===== src/rtl/bbox_outline_writer_if.sv =====
// bbox_outline_writer_if: draw request plus image-RAM write port bundle for the outline writer
interface bbox_outline_writer_if #(
  parameter int xSz    = 6,
  parameter int ySz    = 6,
  parameter int addrSz = 12,
  parameter int colSz  = 3
);
  logic              start;
  logic [ySz-1:0]    mostTop;
  logic [ySz-1:0]    mostBottom;
  logic [xSz-1:0]    mostLeft;
  logic [xSz-1:0]    mostRight;
  logic [colSz-1:0]  colour;
  logic [addrSz-1:0] mem_address;
  logic [colSz-1:0]  mem_data;
  logic              mem_wren;
  logic              busy;
  logic              done;
  logic              err;
  modport master (
    output start, mostTop, mostBottom, mostLeft, mostRight, colour,
    input  mem_address, mem_data, mem_wren, busy, done, err
  );
  modport slave (
    input  start, mostTop, mostBottom, mostLeft, mostRight, colour,
    output mem_address, mem_data, mem_wren, busy, done, err
  );
endinterface


===== src/rtl/bbox_outline_writer.sv =====
// bbox_outline_writer: draws a one-pixel rectangle outline into the image RAM, one pixel per clock
module bbox_outline_writer #(
  parameter int X_RES  = 60,
  parameter int Y_RES  = 60,
  parameter int xSz    = 6,
  parameter int ySz    = 6,
  parameter int addrSz = 12,
  parameter int colSz  = 3
) (
  input  logic                  clk,
  input  logic                  reset,
  bbox_outline_writer_if.slave  bus
);
  typedef enum logic [2:0] {IDLE, TOP, BOTTOM, LEFT, RIGHT, DONE} state_t;
  state_t           state_q, state_d;
  logic [xSz-1:0]   x_q, x_d, l_q, l_d, r_q, r_d;
  logic [ySz-1:0]   y_q, y_d, t_q, t_d, b_q, b_d;
  logic [colSz-1:0] col_q, col_d;
  logic             err_q, err_d, bad, wr;
  always_ff @(posedge clk) begin
    if (reset) begin
      state_q <= IDLE;
      x_q     <= '0;
      y_q     <= '0;
      t_q     <= '0;
      b_q     <= '0;
      l_q     <= '0;
      r_q     <= '0;
      col_q   <= '0;
      err_q   <= 1'b0;
    end else begin
      state_q <= state_d;
      x_q     <= x_d;
      y_q     <= y_d;
      t_q     <= t_d;
      b_q     <= b_d;
      l_q     <= l_d;
      r_q     <= r_d;
      col_q   <= col_d;
      err_q   <= err_d;
    end
  end
  // Edges are walked TOP, BOTTOM, then the interior rows of LEFT and RIGHT so corners are written once
  always_comb begin
    state_d = state_q;
    x_d     = x_q;
    y_d     = y_q;
    t_d     = t_q;
    b_d     = b_q;
    l_d     = l_q;
    r_d     = r_q;
    col_d   = col_q;
    err_d   = err_q;
    bad     = bus.mostLeft > bus.mostRight || bus.mostTop > bus.mostBottom ||
              int'(bus.mostRight) >= X_RES || int'(bus.mostBottom) >= Y_RES;
    case (state_q)
      IDLE: if (bus.start) begin
        t_d     = bus.mostTop;
        b_d     = bus.mostBottom;
        l_d     = bus.mostLeft;
        r_d     = bus.mostRight;
        col_d   = bus.colour;
        err_d   = bad;
        x_d     = bus.mostLeft;
        y_d     = bus.mostTop;
        state_d = bad ? DONE : TOP;
      end
      TOP: if (x_q == r_q) begin
        state_d = b_q > t_q ? BOTTOM : DONE;
        x_d     = l_q;
        y_d     = b_q;
      end else x_d = x_q + 1'b1;
      BOTTOM: if (x_q == r_q) begin
        state_d = b_q - t_q >= ySz'(2) ? LEFT : DONE;
        x_d     = l_q;
        y_d     = t_q + 1'b1;
      end else x_d = x_q + 1'b1;
      LEFT: if (y_q == b_q - 1'b1) begin
        state_d = r_q > l_q ? RIGHT : DONE;
        x_d     = r_q;
        y_d     = t_q + 1'b1;
      end else y_d = y_q + 1'b1;
      RIGHT: if (y_q == b_q - 1'b1) state_d = DONE;
             else y_d = y_q + 1'b1;
      DONE:    state_d = IDLE;
      default: state_d = IDLE;
    endcase
  end
  always_comb begin
    wr              = state_q inside {TOP, BOTTOM, LEFT, RIGHT};
    bus.mem_wren    = wr;
    bus.mem_address = wr ? addrSz'(y_q) * addrSz'(X_RES) + addrSz'(x_q) : '0;
    bus.mem_data    = wr ? col_q : '0;
    bus.busy        = state_q != IDLE;
    bus.done        = state_q == DONE;
    bus.err         = err_q;
  end
endmodule


===== src/flat_wrapper.sv =====
// flat-port wrapper written by rule: the top's interface ports become plain ports
module bbox_outline_writer_flat 
#(
  parameter int X_RES  = 60,
  parameter int Y_RES  = 60,
  parameter int xSz    = 6,
  parameter int ySz    = 6,
  parameter int addrSz = 12,
  parameter int colSz  = 3
)
  (clk, reset, bus_start, bus_mostTop, bus_mostBottom, bus_mostLeft, bus_mostRight, bus_colour, bus_mem_address, bus_mem_data, bus_mem_wren, bus_busy, bus_done, bus_err);
  bbox_outline_writer_if #(.xSz(xSz), .ySz(ySz), .addrSz(addrSz), .colSz(colSz)) bus_i ();
  input  logic clk;
  input  logic reset;
  input wire logic [$bits(bus_i.start)-1:0] bus_start;
  input wire logic [$bits(bus_i.mostTop)-1:0] bus_mostTop;
  input wire logic [$bits(bus_i.mostBottom)-1:0] bus_mostBottom;
  input wire logic [$bits(bus_i.mostLeft)-1:0] bus_mostLeft;
  input wire logic [$bits(bus_i.mostRight)-1:0] bus_mostRight;
  input wire logic [$bits(bus_i.colour)-1:0] bus_colour;
  output wire logic [$bits(bus_i.mem_address)-1:0] bus_mem_address;
  output wire logic [$bits(bus_i.mem_data)-1:0] bus_mem_data;
  output wire logic [$bits(bus_i.mem_wren)-1:0] bus_mem_wren;
  output wire logic [$bits(bus_i.busy)-1:0] bus_busy;
  output wire logic [$bits(bus_i.done)-1:0] bus_done;
  output wire logic [$bits(bus_i.err)-1:0] bus_err;
  assign bus_i.start = bus_start;
  assign bus_i.mostTop = bus_mostTop;
  assign bus_i.mostBottom = bus_mostBottom;
  assign bus_i.mostLeft = bus_mostLeft;
  assign bus_i.mostRight = bus_mostRight;
  assign bus_i.colour = bus_colour;
  assign bus_mem_address = bus_i.mem_address;
  assign bus_mem_data = bus_i.mem_data;
  assign bus_mem_wren = bus_i.mem_wren;
  assign bus_busy = bus_i.busy;
  assign bus_done = bus_i.done;
  assign bus_err = bus_i.err;
  bbox_outline_writer #(.X_RES(X_RES), .Y_RES(Y_RES), .xSz(xSz), .ySz(ySz), .addrSz(addrSz), .colSz(colSz)) u_core (.clk(clk), .reset(reset), .bus(bus_i));
endmodule

===== config.mk =====
export PLATFORM = sky130hd
export DESIGN_NAME = bbox_outline_writer_flat
export DESIGN_NICKNAME = d
export VERILOG_FILES = /design/src/rtl/bbox_outline_writer_if.sv /design/src/rtl/bbox_outline_writer.sv /design/src/flat_wrapper.sv
export SDC_FILE = /design/constraint.sdc
export NUM_CORES = 1
export LEC_CHECK = 0
export BUFFER_PORTS_ARGS = -buffer_cell sky130_fd_sc_hd__buf_2
export CAP_MARGIN = 10
export CORE_ASPECT_RATIO = 0.5
export CORE_MARGIN = 2
export CORE_UTILIZATION = 60
export DETAILED_ROUTE_END_ITERATION = 8
export GPL_ROUTABILITY_DRIVEN = 0
export HOLD_SLACK_MARGIN = 0.15
export PLACE_DENSITY_LB_ADDON = 0.25
export SETUP_SLACK_MARGIN = 0.1
export SYNTH_ARGS = -nofsm -noshare
export SYNTH_HDL_FRONTEND = slang
export SYNTH_SLANG_ARGS = --single-unit

===== constraint.sdc =====
create_clock -name clk -period 5.7 [get_ports clk]
set_input_delay 1.14 -clock clk [delete_from_list [all_inputs] [get_ports clk]]
set_output_delay 1.14 -clock clk [all_outputs]
set_load 0.02 [all_outputs]

# Word level (Yosys, flattened, before mapping)
# Index checks and enable logic that the tools add are counted.
# word_totals
reg_bits	43
inputBits	30
output_inout_bits	19
elab_cells	71
# op_classes
addsub	6
n_mul	1
magnitude_cmp	7
n_eq_ne	13
mux	22
n_reduce_logical	13
# ops
op	count
two-way mux 6 bit	8
one-hot mux 6 bit (5 select lines)	1
two-way mux 3 bit	9
greater-than comparator 6 bit	4
adder 6 x 1 -> 6 bit (second input constant)	3
one-hot mux 6 bit (3 select lines)	1
one-hot mux 3 bit (5 select lines)	1
adder 12 x 6 -> 12 bit	1
== test 6 bit	2
>= comparator 6 bit (second input constant)	2
two-way mux 12 bit	1
multiplier 6 x 4 -> 10 bit (second input constant)	1
AND reduction 5 bit	2
!= test 2 x 1 -> 1 bit (second input constant)	4
== test 3 x 2 -> 1 bit (second input constant)	2
== test 3 bit (second input constant)	2
>= comparator 6 x 2 -> 1 bit (second input constant)	1
nonzero test 3 bit	2
subtractor 6 x 1 -> 6 bit (second input constant)	1
subtractor 6 bit	1
nonzero test 5 bit	1
!= test 2 bit (second input constant)	2
nonzero test 4 bit	1
== test 3 x 1 -> 1 bit (second input constant)	1
6 further kinds	8

# Longest topological paths before layout
# depth
word_depth	7
ltp_mapped	12
ltp_nobuf	12

# Worst setup path after synthesis
# OpenSTA, ideal clock, no wires.
# synth_path
path_kind	register -> output
start	register u_core.y_q[0]
end	output bus_mem_address[11]
arrival_time_ps	3450
required_time_ps	4560
setup_slack_ps	1110
path_stages_with_launch	13
n_path_buf	0
path_cell_list	dfxtp_1 fa_1 fa_1 inv_1 fa_1 inv_1 ha_1 nand2_1 o21ai_0 nor4b_1 nand4b_1 xnor3_1 and2_1
# synth_via
elab_chain_len	3
# synth_rtl
element	line_no	rtl
from (decl)	bbox_outline_writer.sv:17	logic [ySz-1:0] y_q, y_d, t_q, t_d, b_q, b_d;
from (signal assigned)	bbox_outline_writer.sv:34	y_q <= y_d;
multiplier 6 x 4 -> 10 bit	bbox_outline_writer.sv:92	bus.mem_address = wr ? addrSz'(y_q) * addrSz'(X_RES) + addrSz'(x_q) : '0;
adder 12 x 6 -> 12 bit	bbox_outline_writer.sv:92	
two-way mux 12 bit	bbox_outline_writer.sv:92	
to (decl)	flat_wrapper.sv:21	output wire logic [$bits(bus_i.mem_address)-1:0] bus_mem_address;
# Every way passes these cells.

# Final worst setup path
# Same ends and word-level chain as after synthesis.

==> results.py <==
metrics = {
    "clocking": {
        "htree_num_levels": 2,
        "clkTransAtPathRegs_ns": 0.06,
        "postCtsResizedCells": 0,
        "ctsHoldBuffers": 0,
        "post_cts_buffers": 0,
        "clkSinkCount": 43,
        "root_buffer": "clkbuf_16",
        "cts_tree": "built",
        "insertion_delay_ns": 0.28,
        "clock_tree.buffer_depth": 2,
        "numCtsBuffers": 5,
    },
    "logic_synthesis": {
        "syn_area_sq_um": 4378,
        "synth.distinct_cells": 66,
        "synth.net_count": 666,
        "synth_top_area_cell": "dfxtp_1",
        "synth_cells": 578,
        "syn_avg_cell_area_sq_um": 7.574,
        "ys_ff_latch": 43,
        "yosys_warnings": 0,
        "synth_top_flop_cell": "dfxtp_1",
        "ys_seq_area_frac": 0.1966,
        "synth_edf_count": 0,
        "synth_area_leaders": "dfxtp_1, ha_1, nand2_1",
        "async_reset_ff_frac": 0,
        "yosysTopAreaCellShare": 0.1966,
    },
    "final_layout": {
        "nFillCells": 577,
        "final_cell_area_sq_um": 4778,
        "layout_common_cells": "nand2_1, a21oi_1, inv_1, buf_2, ha_1",
        "layout.nets": 700,
        "area_growth_syn_to_layout_pct": 9.145,
        "final_common_cell": "nand2_1",
        "drive_above_1_share": 0.1142,
        "diodes": 0,
    },
    "worst_setup_path": {
        "endpoint": "bus_mem_address[11]",
        "slowest_stage": "dfxtp_1",
        "worst_r2r_path_depth": 9,
        "arrival_ns": 4.14,
        "critPathTopFamily": "adder cells",
        "max_stage_delay_ns": 0.53,
        "ff2ff_setup_slack_ns": 2.64,
        "worst-path-stages": 13,
        "crit_top_cell": "fa_1",
        "worstSetupStartpoint": "u_core.y_q[0]$_SDFFE_PP0P_",
        "critical_path.max_fanout": 9,
        "critPathLaunchType": "flop",
        "r2r_start": "u_core.t_q[0]$_SDFFE_PP0P_",
        "crit_required_ns": 4.56,
        "path_buf_inv": 3,
        "worst_r2r_endpoint": "u_core.state_q[2]$_SDFFE_PP0P_",
        "cp-end-kind": "output pin",
        "critPathKind": "flop to output pin",
        "crit_chain": "fa_1 > fa_1 > inv_1 > fa_1 > inv_1 > ha_1 > nand2_1 > o21ai_0 > nor4b_1 > nand4b_1 > xnor3_1 > and2_1 > buf_2",
    },
    "floorplan": {
        "io_pins": 49,
        "die_x_um": 124.8,
        "start_util": 0.6384,
        "die_area_sq_um": 8037,
        "std_cell_rows": 21,
        "die_y_um": 64.40,
        "core_area_sq_um": 6858,
    },
    "global_routing": {
        "grt_overflow_total": 0,
        "grt_max_degree": 38,
        "grt_pass1_wl_um": 19950,
        "grt_pass1_vias": 4254,
        "grtUsageTotal": 0.3044,
        "antenna_found_initial": 0,
    },
    "timing": {
        "max_freq_mhz": 189.3,
        "finalMaxSlewViolations": 0,
        "slew_headroom": 0.1737,
        "clock_skew_ns": 0.006341,
        "finalSetupTns_ns": 0,
        "tightestPinTransition_ns": 1.230,
        "rsz0062_at_grt": "no",
        "finalHoldWorstSlack_ns": 0.4493,
        "period_minus_slack_ns": 5.284,
        "setup_viol": 0,
        "hold_viol_final": 0,
        "fin_crit_sh": 0.9270,
    },
    "power_and_ir_drop": {
        "peakVddDrop_mv": 0.2076,
        "leakage_nw": 2.080,
        "power.density_nw_per_um2": 572.5,
        "totalPowerFinal_w": 0.002736,
    },
    "place": {
        "portBuffers": 48,
        "dp_hpwl_um": 9054,
        "dpl_cell_area_sq_um": 4637,
    },
    "detailed_routing": {
        "route.antenna.remaining_nets": 0,
        "drt-wirelength-per-cell_um": 16.96,
        "drc": 0,
        "vias": 4463,
        "dr.pass1.iters": 5,
        "wirelength_um": 11960,
        "drtIter0Drc": 450,
        "vias_per_cell": 6.330,
    },
    "run_status": {
        "status": "finished, final reports clean",
    },
    "worst_hold_path": {
        "hp-class": "flop to flop",
    },
    "flow_run": {
        "cap_violations": 0,
    },
}
[worst min path at each step]
stage	slack, ns	start	endpoint	cells past startpoint
global placement	0.44	u_core.col_q[2]$_SDFFE_PP0P_	u_core.col_q[2]$_SDFFE_PP0P_	2
CTS	0.45	u_core.col_q[2]$_SDFFE_PP0P_	u_core.col_q[2]$_SDFFE_PP0P_	2
detailed placement	0.44	u_core.col_q[2]$_SDFFE_PP0P_	u_core.col_q[2]$_SDFFE_PP0P_	2
finish	0.45	u_core.col_q[1]$_SDFFE_PP0P_	u_core.col_q[1]$_SDFFE_PP0P_	2
global route	0.48	u_core.col_q[1]$_SDFFE_PP0P_	u_core.col_q[1]$_SDFFE_PP0P_	2
floorplan	0.43	u_core.col_q[0]$_SDFFE_PP0P_	u_core.col_q[0]$_SDFFE_PP0P_	2
[layout make-up]
class / instances / area, sq um / area share
clock inverters: 2 / 12.51 / 0.002618
multi-input cells: 459 / 3214 / 0.6727
repair buffers: 48 / 240.2 / 0.05027
inverters: 55 / 206.4 / 0.04321
well taps: 92 / 115.1 / 0.02409
flip-flops and latches: 43 / 860.8 / 0.1802
clock buffers: 6 / 128.9 / 0.02697
[report_power, final]
group          leakage [nW]  internal, W  switching, W
combinational          1.66     0.000746       0.00115
sequential            0.354     0.000385      0.000172
clock                0.0669     0.000162      0.000119
total                  2.08      0.00129       0.00144
[cells by family after synthesis]
| family | Yosys count | share of synthesized area |
|---|---|---|
| AO/OA/AOI/OAI | 157 | 0.2344 |
| XOR/XNOR | 37 | 0.07716 |
| multiplexers | 7 | 0.01629 |
| flip-flops | 43 | 0.1966 |
| buffers and inverters | 76 | 0.06916 |
| AND/OR/NAND/NOR | 200 | 0.2218 |
| adder cells (fa/ha/maj) | 58 | 0.1846 |
[cell usage after synthesis (11+ instances only)]
cell type / n
a21oi_1: 59
xor2_1: 14
clkbuf_1: 15
o21ai_0: 24
inv_1: 55
fa_1: 11
nor2_1: 35
ha_1: 47
xnor2_1: 22
nand2_1: 85
nand3_1: 17
dfxtp_1: 43
[worst reg2reg max path, delay by kind of cell, from the launching register on]
| kind | cells | cell delay [ns] |
|---|---|---|
| buffers and inverters | 1 | 0.05 |
| adder cells (fa/ha/maj) | 2 | 0.65 |
| AND/OR/NAND/NOR | 1 | 0.14 |
| AO/OA/AOI/OAI | 5 | 1.62 |
| flip-flops | 1 | 0.51 |
[metal layers]
metal	GRT usage	share of wire	vias up
met5	0	0	-
met4	0.09551	0.028	0
met3	0.05779	0.10	44
met2	0.5123	0.44	243
met1	0.3993	0.43	2037
li1	-	-	2139
[registers in the layout, indices dropped and copies added (netlist names)]
name,flops
u_core.state_q,3
u_core.t_q,6
u_core.r_q,6
u_core.col_q,3
u_core.y_q,6
u_core.bus.err,1
u_core.x_q,6
u_core.l_q,6
u_core.b_q,6
[per-stage QoR]
stage	util	instances	setup WS, ns
3_3_place_gp	0.6762	697	0.8758
6_report	0.6968	705	0.4162
3_5_place_dp	0.6762	697	0.6588
5_1_grt	0.6968	705	0.1746
2_1_floorplan	-	578	1.110
4_1_cts	0.6968	705	0.3526
Note: power is estimated with default switching activity, not from simulation.
